**config.mk**
```make
export PLATFORM = sky130hd
export DESIGN_NAME = mem_access_unit
export DESIGN_NICKNAME = d
export VERILOG_FILES = /design/src/rtl/mem_access_unit.sv
export SDC_FILE = /design/constraint.sdc
export NUM_CORES = 1
export LEC_CHECK = 0
export CAP_MARGIN = 40
export CORE_AREA = 5 5 118 120
export CTS_BUF_LIST = sky130_fd_sc_hd__clkbuf_4
export CTS_CLUSTER_SIZE = 8
export DETAILED_ROUTE_END_ITERATION = 7
export DIE_AREA = 0 0 123 125
export GPL_TIMING_DRIVEN = 0
export PLACE_DENSITY = 0.77
export SLEW_MARGIN = 20
export SYNTH_ARGS = -nofsm -noshare
export SYNTH_HDL_FRONTEND = slang
export SYNTH_SLANG_ARGS = --single-unit
```
**constraint.sdc**
```tcl
create_clock -name clk -period 2 [get_ports clk]
set_clock_uncertainty 0.15 [all_clocks]
set_input_delay 0.3 -clock clk [delete_from_list [all_inputs] [get_ports clk]]
set_output_delay 0.3 -clock clk [all_outputs]
set_load 0.05 [all_outputs]
```
**src/rtl/mem_access_unit.sv**
```systemverilog
// -----------------------------------------------------------------------------
// mem_access_unit
//   Load/store front-end between the CPU memory stage and a word-wide RAM that
//   has no byte enables. Byte/halfword/word accesses at byte addresses become
//   RAM word operations:
//     - loads read one word and extract/extend the addressed lane into rdata,
//     - word stores write wdata straight through,
//     - sub-word stores read-modify-write (read word, merge lane, write word).
//   Byte order is big-endian: byte offset 0 lives in bits [31:24].
//   One request at a time; busy is high outside IDLE, done pulses on completion.
//
// Ports
//   clk       in   rising-edge clock
//   clr       in   asynchronous reset, active low
//   req       in   request, sampled only while idle
//   we        in   1 = store, 0 = load
//   size      in   00 byte, 01 half, 10 word, 11 reserved (always rejected)
//   uns       in   loads: 1 = zero-extend, 0 = sign-extend
//   addr      in   byte address (ADDR_W+2 bits)
//   wdata     in   store data, right-justified
//   rdata     out  extended load result, held until the next completed load
//   busy      out  high whenever a request is in flight
//   done      out  one-cycle completion pulse
//   misalign  out  one-cycle pulse together with done for a rejected request
//   ram_addr  out  RAM word address (latched addr[ADDR_W+1:2])
//   ram_din   out  RAM write word
//   ram_sel   out  RAM select, high with either strobe
//   ram_ld    out  RAM read strobe
//   ram_str   out  RAM write strobe (RAM writes on the edge ending the cycle)
//   ram_dout  in   RAM read data, valid RD_LAT cycles after the ram_ld cycle
// -----------------------------------------------------------------------------
module mem_access_unit #(
  parameter int ADDR_W = 10,
  parameter int RD_LAT = 1    // legal range 1..3
) (
  input  logic              clk,
  input  logic              clr,
  input  logic              req,
  input  logic              we,
  input  logic [1:0]        size,
  input  logic              uns,
  input  logic [ADDR_W+1:0] addr,
  input  logic [31:0]       wdata,
  output logic [31:0]       rdata,
  output logic              busy,
  output logic              done,
  output logic              misalign,
  output logic [ADDR_W-1:0] ram_addr,
  output logic [31:0]       ram_din,
  output logic              ram_sel,
  output logic              ram_ld,
  output logic              ram_str,
  input  logic [31:0]       ram_dout
);

  typedef enum logic [2:0] {
    S_IDLE,
    S_RD,
    S_WAIT,
    S_WR,
    S_DONE,
    S_ERR
  } state_t;

  localparam logic [1:0] SZ_BYTE  = 2'b00;
  localparam logic [1:0] SZ_HALF  = 2'b01;
  localparam logic [1:0] SZ_WORD  = 2'b10;
  localparam logic [1:0] CNT_LAST = 2'(RD_LAT - 1);

  state_t            state_reg, state_next;
  logic              we_reg;
  logic              uns_reg;
  logic [1:0]        size_reg;
  logic [ADDR_W+1:0] addr_reg;
  logic [15:0]       wdata_reg;   // sub-word stores never need more than 16 bits
  logic [1:0]        cnt_reg;
  logic [31:0]       rdata_reg;
  logic [31:0]       din_reg;

  logic              reject_in;
  logic [7:0]        lane_byte [4];
  logic [31:0]       merged;
  logic [7:0]        byte_sel;
  logic [15:0]       half_sel;
  logic [31:0]       load_ext;

  // Reject check on the incoming request (evaluated in IDLE only).
  assign reject_in = (size == 2'b11) ||
                     ((size == SZ_HALF) && addr[0]) ||
                     ((size == SZ_WORD) && (addr[1:0] != 2'b00));

  // Per-lane view of the RAM word and per-lane merge for sub-word stores.
  // Lane gi occupies bits [31-8*gi -: 8] (big-endian lane order).
  for (genvar gi = 0; gi < 4; gi++) begin : g_lane
    localparam logic [1:0] LANE = 2'(gi);
    logic lane_hit;

    assign lane_byte[gi] = ram_dout[31-8*gi -: 8];

    assign lane_hit = ((size_reg == SZ_BYTE) && (addr_reg[1:0] == LANE)) ||
                      ((size_reg == SZ_HALF) && (addr_reg[1] == LANE[1]));

    // A half places wdata[15:8] in the even lane and wdata[7:0] in the odd one.
    assign merged[31-8*gi -: 8] =
        !lane_hit                                   ? lane_byte[gi]    :
        ((size_reg == SZ_HALF) && (LANE[0] == 1'b0)) ? wdata_reg[15:8] :
                                                       wdata_reg[7:0];
  end

  assign byte_sel = lane_byte[addr_reg[1:0]];
  assign half_sel = {lane_byte[{addr_reg[1], 1'b0}], lane_byte[{addr_reg[1], 1'b1}]};

  always_comb begin
    load_ext = ram_dout;
    case (size_reg)
      SZ_BYTE: load_ext = {{24{~uns_reg & byte_sel[7]}}, byte_sel};
      SZ_HALF: load_ext = {{16{~uns_reg & half_sel[15]}}, half_sel};
      default: load_ext = ram_dout;
    endcase
  end

  // Next-state logic and state-decoded outputs (strobes come from the state
  // register only, so they cannot glitch and drop as soon as clr asserts).
  always_comb begin
    state_next = state_reg;
    busy       = 1'b1;
    done       = 1'b0;
    misalign   = 1'b0;
    ram_ld     = 1'b0;
    ram_str    = 1'b0;
    case (state_reg)
      S_IDLE: begin
        busy = 1'b0;
        if (req) begin
          if (reject_in)                   state_next = S_ERR;
          else if (we && (size == SZ_WORD)) state_next = S_WR;
          else                              state_next = S_RD;
        end
      end
      S_RD: begin
        ram_ld     = 1'b1;
        state_next = S_WAIT;
      end
      S_WAIT: begin
        if (cnt_reg == CNT_LAST) state_next = we_reg ? S_WR : S_DONE;
      end
      S_WR: begin
        ram_str    = 1'b1;
        state_next = S_DONE;
      end
      S_DONE: begin
        done       = 1'b1;
        state_next = S_IDLE;
      end
      S_ERR: begin
        done       = 1'b1;
        misalign   = 1'b1;
        state_next = S_IDLE;
      end
      default: state_next = S_IDLE;
    endcase
  end

  assign ram_sel  = ram_ld | ram_str;
  assign ram_addr = addr_reg[ADDR_W+1:2];
  assign ram_din  = din_reg;
  assign rdata    = rdata_reg;

  always_ff @(posedge clk or negedge clr) begin
    if (!clr) begin
      state_reg <= S_IDLE;
      we_reg    <= 1'b0;
      uns_reg   <= 1'b0;
      size_reg  <= 2'b00;
      addr_reg  <= '0;
      wdata_reg <= '0;
      cnt_reg   <= 2'b00;
      rdata_reg <= '0;
      din_reg   <= '0;
    end else begin
      state_reg <= state_next;
      case (state_reg)
        S_IDLE: begin
          if (req) begin
            we_reg    <= we;
            uns_reg   <= uns;
            size_reg  <= size;
            addr_reg  <= addr;
            wdata_reg <= wdata[15:0];
            // Word stores go straight to WR, so the write word is set up now.
            if (!reject_in && we && (size == SZ_WORD)) din_reg <= wdata;
          end
        end
        S_RD: cnt_reg <= 2'b00;
        S_WAIT: begin
          if (cnt_reg == CNT_LAST) begin
            if (we_reg) din_reg   <= merged;
            else        rdata_reg <= load_ext;
          end else begin
            cnt_reg <= cnt_reg + 2'b01;
          end
        end
        default: ;
      endcase
    end
  end

endmodule

```
# Word level (Yosys, flattened, before mapping)
# Index checks and enable logic that the tools add are counted.
[classes]
add_sub_neg = 1
n_mul = 0
div_mod_pow = 0
order_cmp = 3
n_eq_ne = 17
n_shift = 0
mux = 33
n_bitwise = 9
reduce_logical = 31
[ops]
columns = ["op", "n"]
rows = [
  ["$mux 32", 4],
  ["$pmux 32 s2", 2],
  ["$mux 8", 11],
  ["$bmux 8 s2", 3],
  ["$mux 3", 4],
  ["$pmux 3 s4", 1],
  ["$logic_and 1x1->1", 11],
  ["$ne 2x2->1 const B", 5],
  ["$ge 3x3->1 const B", 3],
  ["$not 2->3", 3],
  ["$eq 2x2->1 const B", 4],
  ["$eq 2x1->1 const B", 3],
  ["$eq 3x2->1 const B", 2],
  ["$eq 3x3->1 const B", 2],
  ["$logic_not 2->1", 3],
  ["$logic_or 1x1->1", 6],
  ["$reduce_and 2->1", 3],
  ["$reduce_bool 2->1", 3],
  ["$mux 1", 5],
  ["$reduce_and 5->1", 1],
  ["$mux 2", 2],
  ["$pmux 2 s2", 1],
  ["$eq 3x1->1 const B", 1],
  ["$logic_not 3->1", 1],
  ["other kinds (7)", 10],
]
[totals]
reg_bits = 101
latch_bits = 0
mem_bits_rw = 0
rom_bits = 0
elab_cells = 103
n_memories = 0

# Depth between registers and ports, before layout
[depth]
word_depth = 10
mapped_depth = 7
mapped_depth_nobuf = 6

# Worst setup path after synthesis
# No wires, ideal clock.
[synth_timing]
kind = "register -> output"
from = "register state_reg[1]"
to = "output port misalign"
arrival_time_ns = 2.000
required_ns = 1.550
setup_slack_ns = -0.450
path_stages_with_launch = 5
n_path_buf = 2
cell_sequence = "dfrtp_1 clkbuf_1 clkbuf_1 nor2b_1 and2_1"
[synth_via]
elab_chain_len = 2
[synth_rtl]
columns = ["item", "line_no", "text"]
rows = [
  ["start: declaration", "70", "state_t state_reg, state_next;"],
  ["start signal: assignment", "181", "state_reg <= state_next;"],
  ["$eq 3x3->1", "131", "case (state_reg)"],
  ["$mux 1", "131", ""],
  ["end: declaration", "47", "output logic misalign,"],
]
# No other way between the ends.

# Final worst setup path
[layout_timing]
from = "register state_reg[1]"
to = "output port busy"
[layout_via]
elab_chain_len = 2
[layout_rtl]
columns = ["item", "line_no", "text"]
rows = [
  ["$logic_not 3->1", "131", ""],
  ["$mux 1", "131", ""],
  ["end: declaration", "45", "output logic busy,"],
]
# No other way between the ends.

==> key figures <==
Clock network
  • Worst skew pair latency: 0.49 ns
  • Max clock buf depth: 2
  • Reg clk slew, reported paths: 0.16 ns
  • Num Clock Sinks: 101
  • CTS buffer count: 9
  • CTS root buffer: clkbuf_4
  • H-tree levels: 3
  • CTS tree: built

Timing
  • Tmin final: 2.22 ns
  • Final Hold Fails: 0
  • Period Utilization, post-route: 1.11
  • Worst-margin pin slew: 0.528 ns
  • Setup slack after layout: -0.218 ns
  • # setup viols final: 36
  • Maximum clock frequency: 451 MHz
  • Relative slew slack: 0.648
  • RSZ-0062 raised after global routing: yes
  • Final Slew Violations: 0

Worst setup path
  • Crit. End Element: primary output
  • Arrival time worst endpoint: 1.77 ns
  • CP required: 1.55 ns
  • CP Launch Type: register
  • Critical Setup Path Class: reg2out
  • Critical path fanouts, max: 5

Finish
  • Seq. cell area: 2530 µm²
  • Multi-input logic area: 2820 µm²
  • # fillers: 1,079
  • Layout cell share with drive strength beyond 1: 0.244
  • ANT cells: 0
  • Final Instance Area: 8110 µm²
  • Final net count: 829
  • Area Overhead vs Synth: 46.1%

Synth
  • Synth unique cells: 49
  • Syn Inst Count: 543
  • Post-synth ARST share: 1.00
  • Syn avg cell area: 10.2 µm²
  • Yosys warnings: 0
  • Area leader, netlist: dfrtp_1
  • Synth top area share: 0.455
  • Synth Net Count: 627
  • Sequential share of the synthesized area: 0.455
  • Post-synth EDFFs: 0
  • Post-Syn Area: 5550 µm²
  • Main synth FF type: dfrtp_1
  • Leading post-synthesis cells by cell area: dfrtp_1 (46%), mux2_2 (5.9%), mux2_4 (4.9%)
  • FF+latch count, synth: 101

Floorplan
  • Core Rows: 42
  • Io pins: 163
  • Die area: 15,400 µm²
  • Initial core utilization: 0.431
  • DIE HEIGHT: 125 µm
  • Chip Width: 123 µm
  • Core area: 12,900 µm²

Run
  • MaxCap Viol Count: 0

Place
  • GP Congestion: 0.923
  • Place WS: -0.639 ns
  • Port buffer count: 162
  • Post-DP Area: 7440 µm²
  • Dpl hpwl: 14,000 µm

Detailed routing
  • DR vias/cell: 5.65
  • DRC: 0
  • Vias after detailed routing: 5,231
  • Routed WL per cell: 21.0 µm
  • Starting DRT DRC Count: 502
  • First drt pass iteration count: 7
  • Final ANT Viol Nets: 0
  • Routed WL: 19,400 µm

Global routing
  • Grt total ovfl: 0
  • Initial antenna violation count: 0
  • Vias in the first global route: 5,263
  • Largest net degree at the start of global routing: 83
  • GR Util All Layers: 0.243
  • First-pass GRT wire length: 28,800 µm

Status
  • Failing checks: negative setup slack
  • Outcome: finished, violations left

Power and ir drop
  • P_leak: 0.00365 µW
  • PwrDens: 1800 nW/µm²
  • Peak supply drop: 1.09 mV

Worst hold path
  • Hold WC Path Type: in2async
## per-layer routing
metal,global-route usage,routed length [µm]
met1,0.322,8000
met2,0.395,9450
met3,0.0501,1450
met4,0.0847,542
met5,0,0
## kinds of logic after synthesis
family,count (synthesis),synth area share
buf+inv,62,0.0595
fa+ha+maj,1,0.00225
mux,82,0.175
simple gates,156,0.137
flops,101,0.455
compound gates,141,0.171
## timing repair
item,in CTS,in global routing
cloned,0,6
buffers inserted,11,15
pin swaps,7,4
hold buffers,1,0
endpoints found under the hold margin,101,0
resized for setup,149,68
endpoints found under the setup margin,177,87
## final cells by class
cell class / count / share of cell area
multi-input combinational: 380 / 0.348
sequential: 101 / 0.312
timing repair buffer: 196 / 0.243
buffer: 50 / 0.0501
tap: 176 / 0.0272
clock buffer: 11 / 0.0102
clock inverter: 5 / 0.00633
inverter: 7 / 0.00370
## cell usage in the layout (no fill, tap or decap), types with 8 or more instances in the layout
cell             instances
buf_2                   11
nor2_1                  61
buf_8                    9
o211ai_1                32
a21oi_1                 26
nand2b_1                16
a22o_1                  10
clkdlybuf4s50_1         81
dlygate4sd2_1           73
nand2_1                 27
mux2i_1                 15
nand3_1                 17
clkbuf_4                12
mux2_2                  26
a31oi_1                 25
dfrtp_1                 98
mux2_1                   8
o21ai_0                 20
mux2_4                  33
buf_4                   37
## synthesized netlist by cell type (2+ instances only)
cell      count
nand2b_1     19
o211ai_1     32
or2_2         2
nand3_1      17
and2_1        2
mux2_2       29
nor3_1        2
o21bai_1      7
buf_6         3
mux2_4       18
a22o_1       10
clkbuf_1     23
a32o_1        2
mux2i_1      15
a31oi_1      25
o21ai_0      20
nor3b_1       7
nor2_1       63
nand2_1      27
a22oi_1       7
a21o_1        2
dfrtp_1     101
mux2_1       20
inv_1         7
buf_2        14
nand3b_1      2
or2_1         2
a21oi_1      26
buf_4        14
nor2b_1       6
## final timing paths
kind | startpoint | to | slack [ns] | depth (start not counted)
worst max-delay path | state_reg[1] | busy | -0.22 | 4
worst min-delay path | clr | state_reg[1] | 0.04 | 2
worst max register to register | state_reg[1] | ram_din[30] | -0.07 | 7
worst min register to register | addr_reg[6] | addr_reg[6] | 0.35 | 1
max in group asynchronous | clr | rdata[3] | 0.99 | 3
min in group clk | addr[6] | addr_reg[6] | 0.25 | 2
## metrics by stage
stage / power [µW] / TNS (ns) / std cells / util / hold slack, ns
floorplan: 9980 / -0.164 / 543 / - / -0.146
finish: 14600 / -2.05 / 926 / 0.630 / 0.0387
global placement: 12700 / -356.28 / 881 / 0.576 / 0.319
global route: 15300 / -5.58 / 926 / 0.630 / 0.0541
CTS: 13800 / -0.609 / 907 / 0.597 / 0.0360
detailed placement: 12900 / -31.30 / 882 / 0.578 / 0.0136
## power by group
part / internal, µW / switching [µW]
logic: 3730 / 5990
registers: 3060 / 693
clock network: 402 / 703
## worst max-delay path, stage by stage (launching register included)
cell and delay [ns]:
dfrtp_1 0.43, clkbuf_8 0.15, clkbuf_16 0.14, or3_4 0.38, buf_8 0.16
Note: power is estimated with default switching activity, not from simulation.
